$ cat config.mk
export PLATFORM = sky130hd
export DESIGN_NAME = controle_multiciclo
export DESIGN_NICKNAME = d
export VERILOG_FILES = /design/src/rtl/controle_multiciclo.sv
export SDC_FILE = /design/constraint.sdc
export NUM_CORES = 1
export LEC_CHECK = 0
export ABC_AREA = 1
export CAP_MARGIN = 20
export CORE_AREA = 3 3 73 92
export DETAILED_ROUTE_END_ITERATION = 10
export DIE_AREA = 0 0 76 95
export GPL_TIMING_DRIVEN = 0
export HOLD_SLACK_MARGIN = 0.1
export PLACE_DENSITY = 0.81
export SLEW_MARGIN = 20
export SYNTH_ARGS = -nofsm -noshare
export SYNTH_HDL_FRONTEND = slang
export SYNTH_SLANG_ARGS = --single-unit
$ cat constraint.sdc
create_clock -name clk -period 1.85 [get_ports clk]
set_input_delay 0.185 -clock clk [delete_from_list [all_inputs] [get_ports clk]]
set_output_delay 0.185 -clock clk [all_outputs]
set_load 0.02 [all_outputs]
$ cat src/rtl/controle_multiciclo.sv
// Multicycle sequencer for the MIPS datapath: walks each instruction through
// fetch/decode/execute/memory/write-back and drives the step code and enables.
module controle_multiciclo #(
    parameter logic [5:0] OPCODE_HALT        = 6'h3F,
    parameter int         LARGURA_CONT_INSTR = 32
) (
    input  logic                          clk,
    input  logic                          reset,
    input  logic [5:0]                    opcode,
    input  logic                          zero,
    input  logic                          mem_pronto,
    output logic [3:0]                    cont,
    output logic [1:0]                    pc_fonte,
    output logic                          mem_ler,
    output logic                          mem_escrever,
    output logic                          ir_escrever,
    output logic                          reg_escrever,
    output logic                          reg_dst,
    output logic                          mem_para_reg,
    output logic                          ula_fonte,
    output logic [1:0]                    ula_op,
    output logic                          parado,
    output logic                          op_invalido,
    output logic [LARGURA_CONT_INSTR-1:0] instr_count
);

    typedef enum logic [3:0] {
        INICIO = 4'd0,
        PC     = 4'd1,
        BUSCA  = 4'd2,
        DECOD  = 4'd3,
        EXEC   = 4'd4,
        MEM    = 4'd5,
        ESCR   = 4'd6,
        PARADO = 4'd15
    } estado_t;

    localparam logic [5:0] OP_R    = 6'h00;
    localparam logic [5:0] OP_J    = 6'h02;
    localparam logic [5:0] OP_BEQ  = 6'h04;
    localparam logic [5:0] OP_ADDI = 6'h08;
    localparam logic [5:0] OP_LW   = 6'h23;
    localparam logic [5:0] OP_SW   = 6'h2B;

    estado_t                       state_reg, state_next;
    logic [5:0]                    op_reg;
    logic [1:0]                    pc_fonte_reg, pc_fonte_next;
    logic                          op_invalido_reg, op_invalido_set;
    logic [LARGURA_CONT_INSTR-1:0] instr_count_reg;
    logic                          op_conhecido;

    assign op_conhecido = (opcode == OP_R) || (opcode == OP_LW) || (opcode == OP_SW) ||
                          (opcode == OP_BEQ) || (opcode == OP_ADDI);

    // State, latched opcode, next-PC select, sticky flag and retired counter
    always_ff @(posedge clk or posedge reset) begin
        if (reset) begin
            state_reg       <= INICIO;
            op_reg          <= 6'd0;
            pc_fonte_reg    <= 2'b00;
            op_invalido_reg <= 1'b0;
            instr_count_reg <= '0;
        end else begin
            state_reg    <= state_next;
            pc_fonte_reg <= pc_fonte_next;
            if (state_reg == DECOD)
                op_reg <= opcode;
            if (op_invalido_set)
                op_invalido_reg <= 1'b1;
            if (state_next == PC)
                instr_count_reg <= instr_count_reg + LARGURA_CONT_INSTR'(1);
        end
    end

    always_comb begin
        state_next      = state_reg;
        pc_fonte_next   = pc_fonte_reg;
        op_invalido_set = 1'b0;
        case (state_reg)
            INICIO: begin
                state_next    = BUSCA;
                pc_fonte_next = 2'b00;
            end
            PC: begin
                // PC has consumed the select on this edge; fetch starts clean
                state_next    = BUSCA;
                pc_fonte_next = 2'b00;
            end
            BUSCA: begin
                if (mem_pronto)
                    state_next = DECOD;
            end
            DECOD: begin
                if (opcode == OP_J) begin
                    pc_fonte_next = 2'b10;
                    state_next    = PC;
                end else if (op_conhecido) begin
                    state_next = EXEC;
                end else if (opcode == OPCODE_HALT) begin
                    state_next = PARADO;
                end else begin
                    op_invalido_set = 1'b1;
                    pc_fonte_next   = 2'b00;
                    state_next      = PC;
                end
            end
            EXEC: begin
                case (op_reg)
                    OP_R, OP_ADDI: state_next = ESCR;
                    OP_LW, OP_SW:  state_next = MEM;
                    OP_BEQ: begin
                        pc_fonte_next = zero ? 2'b01 : 2'b00;
                        state_next    = PC;
                    end
                    default:       state_next = PC;
                endcase
            end
            MEM: begin
                if (mem_pronto)
                    state_next = (op_reg == OP_LW) ? ESCR : PC;
            end
            ESCR:    state_next = PC;
            PARADO:  state_next = PARADO;
            default: state_next = INICIO;
        endcase
    end

    always_comb begin
        mem_ler      = 1'b0;
        mem_escrever = 1'b0;
        ir_escrever  = 1'b0;
        reg_escrever = 1'b0;
        reg_dst      = 1'b0;
        mem_para_reg = 1'b0;
        ula_fonte    = 1'b0;
        ula_op       = 2'b00;
        case (state_reg)
            BUSCA: begin
                mem_ler     = 1'b1;
                ir_escrever = mem_pronto;
            end
            EXEC: begin
                case (op_reg)
                    OP_R:                 ula_op = 2'b10;
                    OP_LW, OP_SW, OP_ADDI: ula_fonte = 1'b1;
                    OP_BEQ:               ula_op = 2'b01;
                    default:              ula_op = 2'b00;
                endcase
            end
            MEM: begin
                mem_ler      = (op_reg == OP_LW);
                mem_escrever = (op_reg == OP_SW);
            end
            ESCR: begin
                reg_escrever = 1'b1;
                reg_dst      = (op_reg == OP_R);
                mem_para_reg = (op_reg == OP_LW);
            end
            default: ;
        endcase
    end

    assign cont        = state_reg;
    assign pc_fonte    = pc_fonte_reg;
    assign parado      = (state_reg == PARADO);
    assign op_invalido = op_invalido_reg;
    assign instr_count = instr_count_reg;

endmodule
==> reports/results.md <==
Logic synthesis
* **total nets after synthesis** 494
* **cell area after technology mapping** 3080 um^2
* **proportion of synthesized flip-flops having asynchronous set or reset** 1.00
* **number of instances in the synthesized netlist** 483
* **Synth top area share** 0.366
* **main area contributors after synthesis** sky130_fd_sc_hd__dfrtp_1 37%, sky130_fd_sc_hd__nand2_1 25%, sky130_fd_sc_hd__nor2_1 9.8%, sky130_fd_sc_hd__nand4_1 6.5%, sky130_fd_sc_hd__inv_1 5.6%
* **sequential share of the synthesized area** 0.366
* **prevailing post-synth register cell** sky130_fd_sc_hd__dfrtp_1
* **EDFF count, synth** 0
* **Mapped Avg Cell Area** 6.37 um^2
* **Yosys warnings** 0
* **Seq cells post-synth** 45
* **cell type with the largest total area after synthesis** sky130_fd_sc_hd__dfrtp_1
* **most common cell in the synthesized netlist** sky130_fd_sc_hd__nand2_1
* **synth unique cells** 21
* **top cells by instance count after synthesis** 202 x sky130_fd_sc_hd__nand2_1, 80 x sky130_fd_sc_hd__nor2_1, 46 x sky130_fd_sc_hd__inv_1

Route
* **via density per instance** 5.13
* **Post-DRT Antenna Nets** 0
* **DR iter-0 viols** 149
* **post-route DRC violation count** 0
* **routed wire length** 9.25 mm
* **post-DR wirelength/cell** 14.4 um
* **Detailed Routing Iterations Pass 1** 4
* **via total after detailed routing** 3300

Power and ir drop
* **overall power after layout** 3.71 mW
* **cell internal power dissipation** 2.04 mW
* **power dissipated by switching net loads** 1.68 mW
* **Power Dens Cells** 919 nW/um^2
* **combinational fraction of design power** 0.481
* **Static Leak** 1.91 nW
* **relative contribution of sequential cells to total power** 0.342
* **clock network fraction of design power** 0.177
* **IR Drop Worst-Case VDD** 0.000436 V
* **sw frac** 0.452

Finish
* **Final Util** 0.689
* **share of post-route cells with drive strength above 1** 0.127
* **Area Overhead vs Synth** 31.2%
* **nets@finish** 571
* **Ant. Diodes** 0
* **number of filler cells placed in the layout** 547
* **number of flip-flops in the largest register** 32

Floorplan
* **full die area** 7220 um^2
* **Die X** 76 um
* **vertical extent of the die** 95 um
* **I/O pin count** 59
* **FP Rows** 31
* **initial standard-cell utilization of the core** 0.525
* **core area** 5860 um^2

Status
* **status** complete, no violations

Timing
* **final sum of negative setup slack** 0 ns
* **worst hold margin** 0.224 ns
* **post-route fraction of the period consumed by the critical path** 0.958
* **RSZ-0062 raised after global routing** true
* **max-slew violations** 0
* **Slew HR** 0.649
* **Clock Skews** 0.0133 ns
* **crit path time final** 1.77 ns
* **count of final hold-check violations** 0
* **Max Freq** 564 MHz
* **number of setup violations in the final report** 0
* **measured slew at the worst slew-check pin** 0.526 ns

Critical path
* **Worst Reg2Reg Path Length in Cells** 11
* **Critical Path Source Type** register
* **reg-to-reg slack, setup** 0.08 ns
* **terminus of the critical flop-to-flop path** instr_count[2]$_DFFE_PP0N_
* **WP data required** 2.05 ns
* **worst setup path class** register to register
* **worst reg2reg startpoint** cont[3]$_DFF_PP0_
* **Crit Path Max Fanout** 8
* **Critical Path AT** 1.98 ns
* **crit end category** register

Global routing
* **maximum number of pins on one net before global-route repair** 25
* **Tot GR Track Use** 0.262
* **antenna violations before repair** 0
* **overflow left after global routing** 0
* **via count of the first global-routing pass** 3181
* **global-route wire length before repair** 15.2 mm

Clock network
* **TritonCTS clock tree** built
* **hold buffer count at cts** 0
* **number of buffers added by the clock tree synthesis step** 5
* **clock slew at the register clock pins of the worst setup and hold paths** 0.10 ns
* **insertion delay to the later sink of the worst-skew pair** 0.31 ns
* **worst-case clock buffer depth** 2
* **clock sinks** 45
* **Root Driver** sky130_fd_sc_hd__clkbuf_8
* **CTS HTree Levels** 2

Place
* **routability cong.** 0.967
* **HPWL reported at the end of detailed placement** 7.22 mm
* **Port-buffer cells** 58

Hold path
* **class of the tightest hold or removal check** primary input to async pin

Job
* **number of violations of the max-capacitance limit** 0

## area by class of cell
class | count | area, um^2 | area share
inverter | 48 | 183 | 0.0452
sequential | 45 | 1130 | 0.280
tap | 82 | 103 | 0.0254
clock buffer | 5 | 68.8 | 0.0170
timing repair buffer | 70 | 664 | 0.165
buffer | 12 | 91.3 | 0.0226
multi-input combinational | 378 | 1770 | 0.439
clock inverter | 3 | 25.0 | 0.00620
## worst max-delay path, stage by stage, from the launching register on
cell	delay, ns
sky130_fd_sc_hd__dfrtp_2	0.46
sky130_fd_sc_hd__nor2_4	0.13
sky130_fd_sc_hd__inv_2	0.05
sky130_fd_sc_hd__nor2_4	0.18
sky130_fd_sc_hd__inv_4	0.08
sky130_fd_sc_hd__nor2_2	0.14
sky130_fd_sc_hd__nor2_1	0.08
sky130_fd_sc_hd__nand2_4	0.12
sky130_fd_sc_hd__nand3_4	0.14
sky130_fd_sc_hd__buf_6	0.16
sky130_fd_sc_hd__nand2_1	0.07
sky130_fd_sc_hd__nand2_1	0.05
## per-layer routing
metal  track usage  part of all wire  vias to the layer above
met5             0                 0                        -
met4        0.0967             0.025                        0
met3        0.0315             0.037                       20
met2         0.508              0.54                       93
met1         0.295              0.40                     1521
li1              -                 -                     1666
## power groups by stage
stage	clock (mW)	sequential, mW	combinational [mW]
floorplan	0	1.30	0.981
finish	0.656	1.27	1.79
global placement	0	1.26	1.52
CTS	0.663	1.25	1.61
global route	0.706	1.29	1.93
detailed placement	0	1.26	1.57
## how the worst max path moves through the flow
stage                     startpoint                     endpoint  slack, ns  cells after the start
3_3_place_gp                   reset  instr_count[31]$_DFFE_PP0N_      -0.27                      2
4_1_cts        op_reg[3]$_DFFE_PP0P_                      mem_ler     -0.001                      6
6_report           cont[3]$_DFF_PP0_   instr_count[2]$_DFFE_PP0N_       0.08                     11
3_5_place_dp               opcode[2]  instr_count[15]$_DFFE_PP0N_      -0.20                     12
5_1_grt            cont[2]$_DFF_PP0_   instr_count[2]$_DFFE_PP0N_      -0.04                     11
2_1_floorplan      cont[1]$_DFF_PP0_  instr_count[27]$_DFFE_PP0N_       0.06                     10
## through the flow
step,area (um^2),worst slack (ns),std cells
2_1_floorplan,3080,0.0564,483
3_3_place_gp,3760,-0.270,623
3_5_place_dp,3790,-0.202,624
4_1_cts,3910,-0.00104,634
5_1_grt,4040,-0.0410,643
6_report,4040,0.0773,643
## layout by cell type, fill, tap and decap left out, types with 2 or more instances in the layout
| cell | n |
|---|---|
| sky130_fd_sc_hd__buf_2 | 6 |
| sky130_fd_sc_hd__buf_4 | 13 |
| sky130_fd_sc_hd__buf_6 | 3 |
| sky130_fd_sc_hd__clkbuf_2 | 3 |
| sky130_fd_sc_hd__clkbuf_4 | 2 |
| sky130_fd_sc_hd__clkbuf_8 | 5 |
| sky130_fd_sc_hd__clkdlybuf4s50_1 | 47 |
| sky130_fd_sc_hd__dfrtp_1 | 41 |
| sky130_fd_sc_hd__dfrtp_2 | 4 |
| sky130_fd_sc_hd__dlygate4sd2_1 | 5 |
| sky130_fd_sc_hd__inv_1 | 44 |
| sky130_fd_sc_hd__inv_2 | 3 |
| sky130_fd_sc_hd__nand2_1 | 198 |
| sky130_fd_sc_hd__nand2_2 | 4 |
| sky130_fd_sc_hd__nand3_1 | 28 |
| sky130_fd_sc_hd__nand4_1 | 32 |
| sky130_fd_sc_hd__nor2_1 | 65 |
| sky130_fd_sc_hd__nor2_2 | 10 |
| sky130_fd_sc_hd__nor2_4 | 10 |
| sky130_fd_sc_hd__o21ai_0 | 10 |
| sky130_fd_sc_hd__xnor2_1 | 4 |
| sky130_fd_sc_hd__xor2_1 | 11 |
## logic make-up after synthesis
logic type	count (synthesis)	synth area share
fa+ha+maj	1	0.00407
compound gates	12	0.0203
buf+inv	60	0.0858
flops	45	0.366
xor+xnor	15	0.0427
simple gates	350	0.481
## repair_timing
item | in CTS | in global routing
gates resized for setup | 21 | 38
gates cloned | 0 | 1
setup endpoints to repair | 40 | 38
pin swaps | 1 | 6
setup buffers | 2 | 8
No activity file was read; power rests on OpenSTA's default activity.
